--- src/rtl/addsub_pkg.sv ---
`default_nettype none
// ============================================================================
// addsub_pkg : shared types, constants and helpers for pipelined_addsub
// Revision   : 1.0
// ============================================================================
package addsub_pkg;

  localparam int MAX_WIDTH = 128;
  localparam logic [MAX_WIDTH-1:0] ONE_W = {{(MAX_WIDTH-1){1'b0}}, 1'b1};

  typedef struct packed {
    logic cout;
    logic ovf;
    logic zr;
    logic ng;
  } addsub_flags_t;

  function automatic int calc_stages(input int width, input int seg);
    return (seg < 1) ? 1 : width / seg;
  endfunction

  function automatic logic [MAX_WIDTH-1:0] signed_min(input int width);
    return ONE_W << (width - 1);
  endfunction

  function automatic logic [MAX_WIDTH-1:0] signed_max(input int width);
    return signed_min(width) - ONE_W;
  endfunction

endpackage
`default_nettype wire

--- src/rtl/addsub_slice.sv ---
`default_nettype none
// ============================================================================
// addsub_slice : SEG-bit combinational adder slice with carry in/out
// Revision     : 1.0
// ============================================================================
module addsub_slice #(
  parameter int SEG = 4
) (
  input  logic [SEG-1:0] a,
  input  logic [SEG-1:0] b,
  input  logic           cin,
  output logic [SEG-1:0] sum,
  output logic           cout
);

  assign {cout, sum} = {1'b0, a} + {1'b0, b} + {{SEG{1'b0}}, cin};

endmodule
`default_nettype wire

--- src/rtl/pipelined_addsub.sv ---
`default_nettype none
// ============================================================================
// pipelined_addsub : WIDTH-bit add/sub, one SEG-bit slice per stage, valid/ready
// Optional macro ADDSUB_SAT_EN : signed saturation of the result on overflow
// Revision         : 1.0
// ============================================================================
module pipelined_addsub
  import addsub_pkg::*;
#(
  parameter int WIDTH = 16,
  parameter int SEG   = 4
) (
  input  logic             clk,
  input  logic             reset,
  input  logic             in_valid,
  output logic             in_ready,
  input  logic [WIDTH-1:0] a,
  input  logic [WIDTH-1:0] b,
  input  logic             sub,
  input  logic             cin,
  output logic             out_valid,
  input  logic             out_ready,
  output logic [WIDTH-1:0] sum,
  output logic             cout,
  output logic             ovf,
  output logic             zr,
  output logic             ng
);

  localparam int STAGES = calc_stages(WIDTH, SEG);
  localparam int LAST   = STAGES - 1;

  if ((SEG < 1) || ((WIDTH % ((SEG < 1) ? 1 : SEG)) != 0)) begin : g_bad_cfg
    $error("pipelined_addsub: WIDTH must be a positive multiple of SEG");
  end

`ifdef ADDSUB_SAT_EN
  localparam logic [WIDTH-1:0] SAT_MIN = WIDTH'(signed_min(WIDTH));
  localparam logic [WIDTH-1:0] SAT_MAX = WIDTH'(signed_max(WIDTH));
`endif

  logic             en;
  logic [WIDTH-1:0] b_eff;
  logic             c0;
  logic             valid_d [STAGES];
  logic             valid_q [STAGES];
  logic [WIDTH-1:0] sum_d, sum_q;
  addsub_flags_t    flags_d, flags_q;

  // Everything presented to stage k's adder, whether from the ports or stage k-1
  logic [WIDTH-1:0] st_a   [STAGES];
  logic [WIDTH-1:0] st_bp  [STAGES];
  logic [WIDTH-1:0] st_sum [STAGES];
  logic             st_c   [STAGES];
  logic             st_v   [STAGES];
  logic [SEG-1:0]   slice_sum  [STAGES];
  logic             slice_cout [STAGES];

  assign en        = !valid_q[LAST] || out_ready;
  assign in_ready  = en;
  assign b_eff     = sub ? ~b : b;
  assign c0        = sub | cin;
  assign out_valid = valid_q[LAST];
  assign sum       = sum_q;
  assign cout      = flags_q.cout;
  assign ovf       = flags_q.ovf;
  assign zr        = flags_q.zr;
  assign ng        = flags_q.ng;

  for (genvar k = 0; k < STAGES; k++) begin : g_slice
    addsub_slice #(.SEG(SEG)) u_slice (
      .a    (st_a[k][k*SEG +: SEG]),
      .b    (st_bp[k][k*SEG +: SEG]),
      .cin  (st_c[k]),
      .sum  (slice_sum[k]),
      .cout (slice_cout[k])
    );
  end

  if (STAGES > 1) begin : g_pipe
    localparam int MID = STAGES - 1;

    logic [WIDTH-1:0] a_d [MID], a_q [MID];
    logic [WIDTH-1:0] bp_d [MID], bp_q [MID];
    logic [WIDTH-1:0] psum_d [MID], psum_q [MID];
    logic             carry_d [MID], carry_q [MID];

    always_comb begin
      st_v[0]   = in_valid;
      st_a[0]   = a;
      st_bp[0]  = b_eff;
      st_c[0]   = c0;
      st_sum[0] = '0;
      for (int k = 1; k < STAGES; k++) begin
        st_v[k]   = valid_q[k-1];
        st_a[k]   = a_q[k-1];
        st_bp[k]  = bp_q[k-1];
        st_c[k]   = carry_q[k-1];
        st_sum[k] = psum_q[k-1];
      end
    end

    always_comb begin
      for (int k = 0; k < MID; k++) begin
        a_d[k]                    = st_a[k];
        bp_d[k]                   = st_bp[k];
        carry_d[k]                = slice_cout[k];
        psum_d[k]                 = st_sum[k];
        psum_d[k][k*SEG +: SEG]   = slice_sum[k];
      end
    end

    // Operand/partial-sum registers only load on live operations
    always_ff @(posedge clk or posedge reset) begin
      if (reset) begin
        for (int k = 0; k < MID; k++) begin
          a_q[k]     <= '0;
          bp_q[k]    <= '0;
          psum_q[k]  <= '0;
          carry_q[k] <= 1'b0;
        end
      end else if (en) begin
        for (int k = 0; k < MID; k++) begin
          if (valid_d[k]) begin
            a_q[k]     <= a_d[k];
            bp_q[k]    <= bp_d[k];
            psum_q[k]  <= psum_d[k];
            carry_q[k] <= carry_d[k];
          end
        end
      end
    end
  end else begin : g_single
    always_comb begin
      st_v[0]   = in_valid;
      st_a[0]   = a;
      st_bp[0]  = b_eff;
      st_c[0]   = c0;
      st_sum[0] = '0;
    end
  end

  always_comb begin
    for (int k = 0; k < STAGES; k++) begin
      valid_d[k] = st_v[k];
    end
    sum_d                  = st_sum[LAST];
    sum_d[LAST*SEG +: SEG] = slice_sum[LAST];
    flags_d.cout = slice_cout[LAST];
    flags_d.ovf  = (st_a[LAST][WIDTH-1] == st_bp[LAST][WIDTH-1]) &&
                   (sum_d[WIDTH-1] != st_a[LAST][WIDTH-1]);
`ifdef ADDSUB_SAT_EN
    if (flags_d.ovf) begin
      sum_d = st_a[LAST][WIDTH-1] ? SAT_MIN : SAT_MAX;
    end
`endif
    flags_d.zr = (sum_d == '0);
    flags_d.ng = sum_d[WIDTH-1];
  end

  always_ff @(posedge clk or posedge reset) begin
    if (reset) begin
      for (int k = 0; k < STAGES; k++) begin
        valid_q[k] <= 1'b0;
      end
      sum_q   <= '0;
      flags_q <= '0;
    end else if (en) begin
      for (int k = 0; k < STAGES; k++) begin
        valid_q[k] <= valid_d[k];
      end
      if (valid_d[LAST]) begin
        sum_q   <= sum_d;
        flags_q <= flags_d;
      end
    end
  end

endmodule
`default_nettype wire

--- config.mk ---
export PLATFORM = sky130hd
export DESIGN_NAME = pipelined_addsub
export DESIGN_NICKNAME = d
export VERILOG_FILES = /design/src/rtl/addsub_pkg.sv /design/src/rtl/addsub_slice.sv /design/src/rtl/pipelined_addsub.sv
export SDC_FILE = /design/constraint.sdc
export NUM_CORES = 1
export LEC_CHECK = 0
export ABC_AREA = 1
export BUFFER_PORTS_ARGS = -buffer_cell sky130_fd_sc_hd__buf_2
export CELL_PAD_IN_SITES_DETAIL_PLACEMENT = 0
export CELL_PAD_IN_SITES_GLOBAL_PLACEMENT = 1
export CORE_MARGIN = 5
export CORE_UTILIZATION = 25
export CTS_CLUSTER_DIAMETER = 200
export CTS_CLUSTER_SIZE = 14
export DETAILED_ROUTE_END_ITERATION = 7
export PLACE_DENSITY_LB_ADDON = 0.1
export SLEW_MARGIN = 20
export SYNTH_ARGS = -nofsm -noshare
export SYNTH_HDL_FRONTEND = slang
export SYNTH_SLANG_ARGS = --single-unit
--- constraint.sdc ---
create_clock -name clk -period 3.3 [get_ports clk]
set_input_delay 0.66 -clock clk [delete_from_list [all_inputs] [get_ports clk]]
set_output_delay 0.66 -clock clk [all_outputs]
set_load 0.05 [all_outputs]
==> results.json <==
{
  "finalSetupTns_ns": 0,
  "vias_per_cell": 3.999,
  "postSynthCellCount": 485,
  "synth-seq-cells": 98,
  "fin_crit_sh": 0.6241,
  "drive_gt1_frac": 0.1793,
  "ys_types": 29,
  "grt_max_degree": 54,
  "pwr-share-seq": 0.390,
  "clock_tree.root_cell": "clkbuf_16",
  "timing.fmax_mhz": 485.5,
  "path_max_fanout": 17,
  "synth_ff_type": "dfrtp_1",
  "clockBufferDepth": 2,
  "ant_nets": 0,
  "cts_setup_buffers": 0,
  "placed_cell_area_sq_mm": 0.005000,
  "routedWlPerCell_um": 12.56,
  "min_path_type": "in -> async",
  "drt_iter0_drc": 158,
  "io_pins": 60,
  "die_y_um": 145.1,
  "synth_top_area_cell": "dfrtp_1",
  "grt.overflow.total": 0,
  "crit_arrival_ns": 2.32,
  "worstPathRequired_ns": 3.56,
  "dieArea_sq_mm": 0.02107,
  "setup.worst_path.start": "sub",
  "synth_edf_count": 0,
  "core_area_sq_mm": 0.01796,
  "hold_violations": 0,
  "ys_seq_area_frac": 0.5371,
  "synth.most_common_cell": "nand2_1",
  "p_switching_mw": 2.024,
  "clock_skew_ns": 0.003828,
  "dp_hpwl_um": 7120,
  "synth_nets": 543,
  "maxCapViolCount": 0,
  "area_growth_pct": 16.06,
  "layout.cells.non_filler": 770,
  "vias": 3079,
  "antenna_found_initial": 0,
  "firstDrtPassIters": 4,
  "grt_pass1_wl_um": 16530,
  "critical_path_class": "in -> reg",
  "port_buffers": 59,
  "synthTopCellsByArea": "dfrtp_1, nand2_1, o21ai_0",
  "finalWeightedCongestion": 0.7188,
  "cts_buffers": 9,
  "cts_tree": "built",
  "clkPwrFrac": 0.216,
  "combPwrFrac": 0.394,
  "final-setup-viol-count": 0,
  "start_kind": "primary input",
  "worst_pin_slew_ns": 0.6178,
  "layout_min_cycle_time_ns": 2.060,
  "p_leak_nw": 2.655,
  "finalNetCount": 594,
  "std_cell_rows": 49,
  "ys_warn_count": 0,
  "yosysTopAreaCellShare": 0.5371,
  "relSlewSlack": 0.5881,
  "ir_worst_vdd_uv": 426.6,
  "rsz0062_at_grt": "no",
  "slew_violations": 0,
  "fin_area_sq_mm": 0.005299,
  "dp_cells": 754,
  "end_kind": "flop",
  "hold_buffers": 0,
  "switching_share": 0.4111,
  "synthArstFlopShare": 1.000,
  "die_x_um": 145.1,
  "syn_avg_cell_area_sq_um": 9.414,
  "initial_utilization": 0.2542,
  "reg2reg_from": "g_pipe.a_q[12]$_DFFE_PP0P_",
  "drcViolationCount": 0,
  "wirelength_um": 9669,
  "clk_latency_ns": 0.34,
  "clkTransAtPathRegs_ns": 0.06,
  "synth_commonest_cells": "nand2_1, dfrtp_1, o21ai_0",
  "cts_sinks": 98,
  "internal_power_mw": 2.899,
  "track_usage": 0.09562,
  "htreeDepth": 3,
  "cts_resized": 0,
  "syn_area_sq_mm": 0.004566,
  "first_global_vias": 3149,
  "status": "finished, final reports clean",
  "antenna-diode-count": 0,
  "p_per_area_mw_per_mm2": 929.0
}
==> layout make-up <==
class / count / area [sq um]
clock inverter: 2 / 35.03
fill: 1954 / 12660
clock buffer: 14 / 264.0
multi-input combinational: 315 / 1740
inverter: 52 / 205.2
tap: 229 / 286.5
timing repair buffer: 60 / 315.3
sequential: 98 / 2452
==> power groups by stage <==
stage                     combinational (mW)  clock (mW)  sequential [mW]
after global placement                  1.97           0             1.94
after global routing                    2.22        1.15             1.98
final                                   1.94        1.06             1.92
after CTS                               2.00        1.11             1.93
after floorplan                         1.26           0             2.24
after detailed placement                1.99           0             1.95
==> through the flow <==
step / utilization / setup slack (ns) / hold WS [ns] / power, mW
floorplan: - / 0.07793 / 0.4422 / 3.498
global route: 0.2950 / 1.107 / 0.4564 / 5.349
detailed placement: 0.2783 / 0.8727 / 0.4589 / 3.937
finish: 0.2950 / 1.240 / 0.4044 / 4.922
global placement: 0.2783 / 0.9240 / 0.4584 / 3.915
CTS: 0.2950 / 1.237 / 0.4181 / 5.033
==> registers in the layout, indices dropped and copies added, names as in the netlist, 4 cells and up <==
signal and cells:
g_pipe.psum_d 12, g_pipe.a_d 20, sum 16, g_pipe.psum_q 12, g_pipe.a_q 4, g_pipe.bp_q 4
g_pipe.bp_d 20
==> path summary, 6_finish.rpt <==
path / end / slack, ns / cells past startpoint
max: g_pipe.psum_d[17]$_DFFE_PP0P_ / 1.24 / 6
min: cout$_DFFE_PP0P_ / 0.40 / 2
max reg2reg: zr$_DFFE_PP0P_ / 1.45 / 9
min reg2reg: g_pipe.a_d[28]$_DFFE_PP0P_ / 0.47 / 2
max in group asynchronous: g_pipe.a_d[8]$_DFFE_PP0P_ / 2.20 / 3
min in group clk: g_pipe.a_d[28]$_DFFE_PP0P_ / 0.47 / 2
==> worst max-delay path, stage by stage <==
cell	delay (ns)
buf_2	0.25
or2_2	0.36
fa_1	0.40
inv_1	0.09
fa_1	0.42
o21ai_2	0.14
==> per-layer routing <==
metal / GRT usage / routed length, um
met5: 0 / 0
met1: 0.1419 / 5084
met2: 0.1315 / 3956
met4: 0.04058 / 189
met3: 0.02370 / 439
==> cell usage in the layout, fill, tap and decap left out, types with 2 or more instances in the layout <==
master / synthesis / layout
nand2_2: 2 / 2
inv_2: 2 / 2
o21ai_1: 11 / 11
nand3_1: 11 / 11
nand2_1: 159 / 159
nand3b_1: 4 / 4
xnor2_1: 9 / 9
fa_1: 8 / 8
inv_1: 48 / 47
a21oi_1: 9 / 9
clkbuf_16: 0 / 9
nor2_4: 2 / 2
clkbuf_8: 0 / 2
ha_1: 12 / 12
xor2_1: 10 / 10
nor2_1: 11 / 11
buf_2: 6 / 59
clkbuf_1: 0 / 3
o21ai_2: 11 / 11
o21ai_0: 50 / 50
dfrtp_1: 98 / 98
inv_4: 1 / 2
==> cell families (layout without fill, tap and decap cells) <==
group	after synthesis	count (layout)	synth area share
compound gates	81	81	0.09783
xor+xnor	19	19	0.03645
fa+ha+maj	20	20	0.06796
buf+inv	72	128	0.08167
flops	98	98	0.5371
simple gates	195	195	0.1790
(Power assumes the default switching activity.)
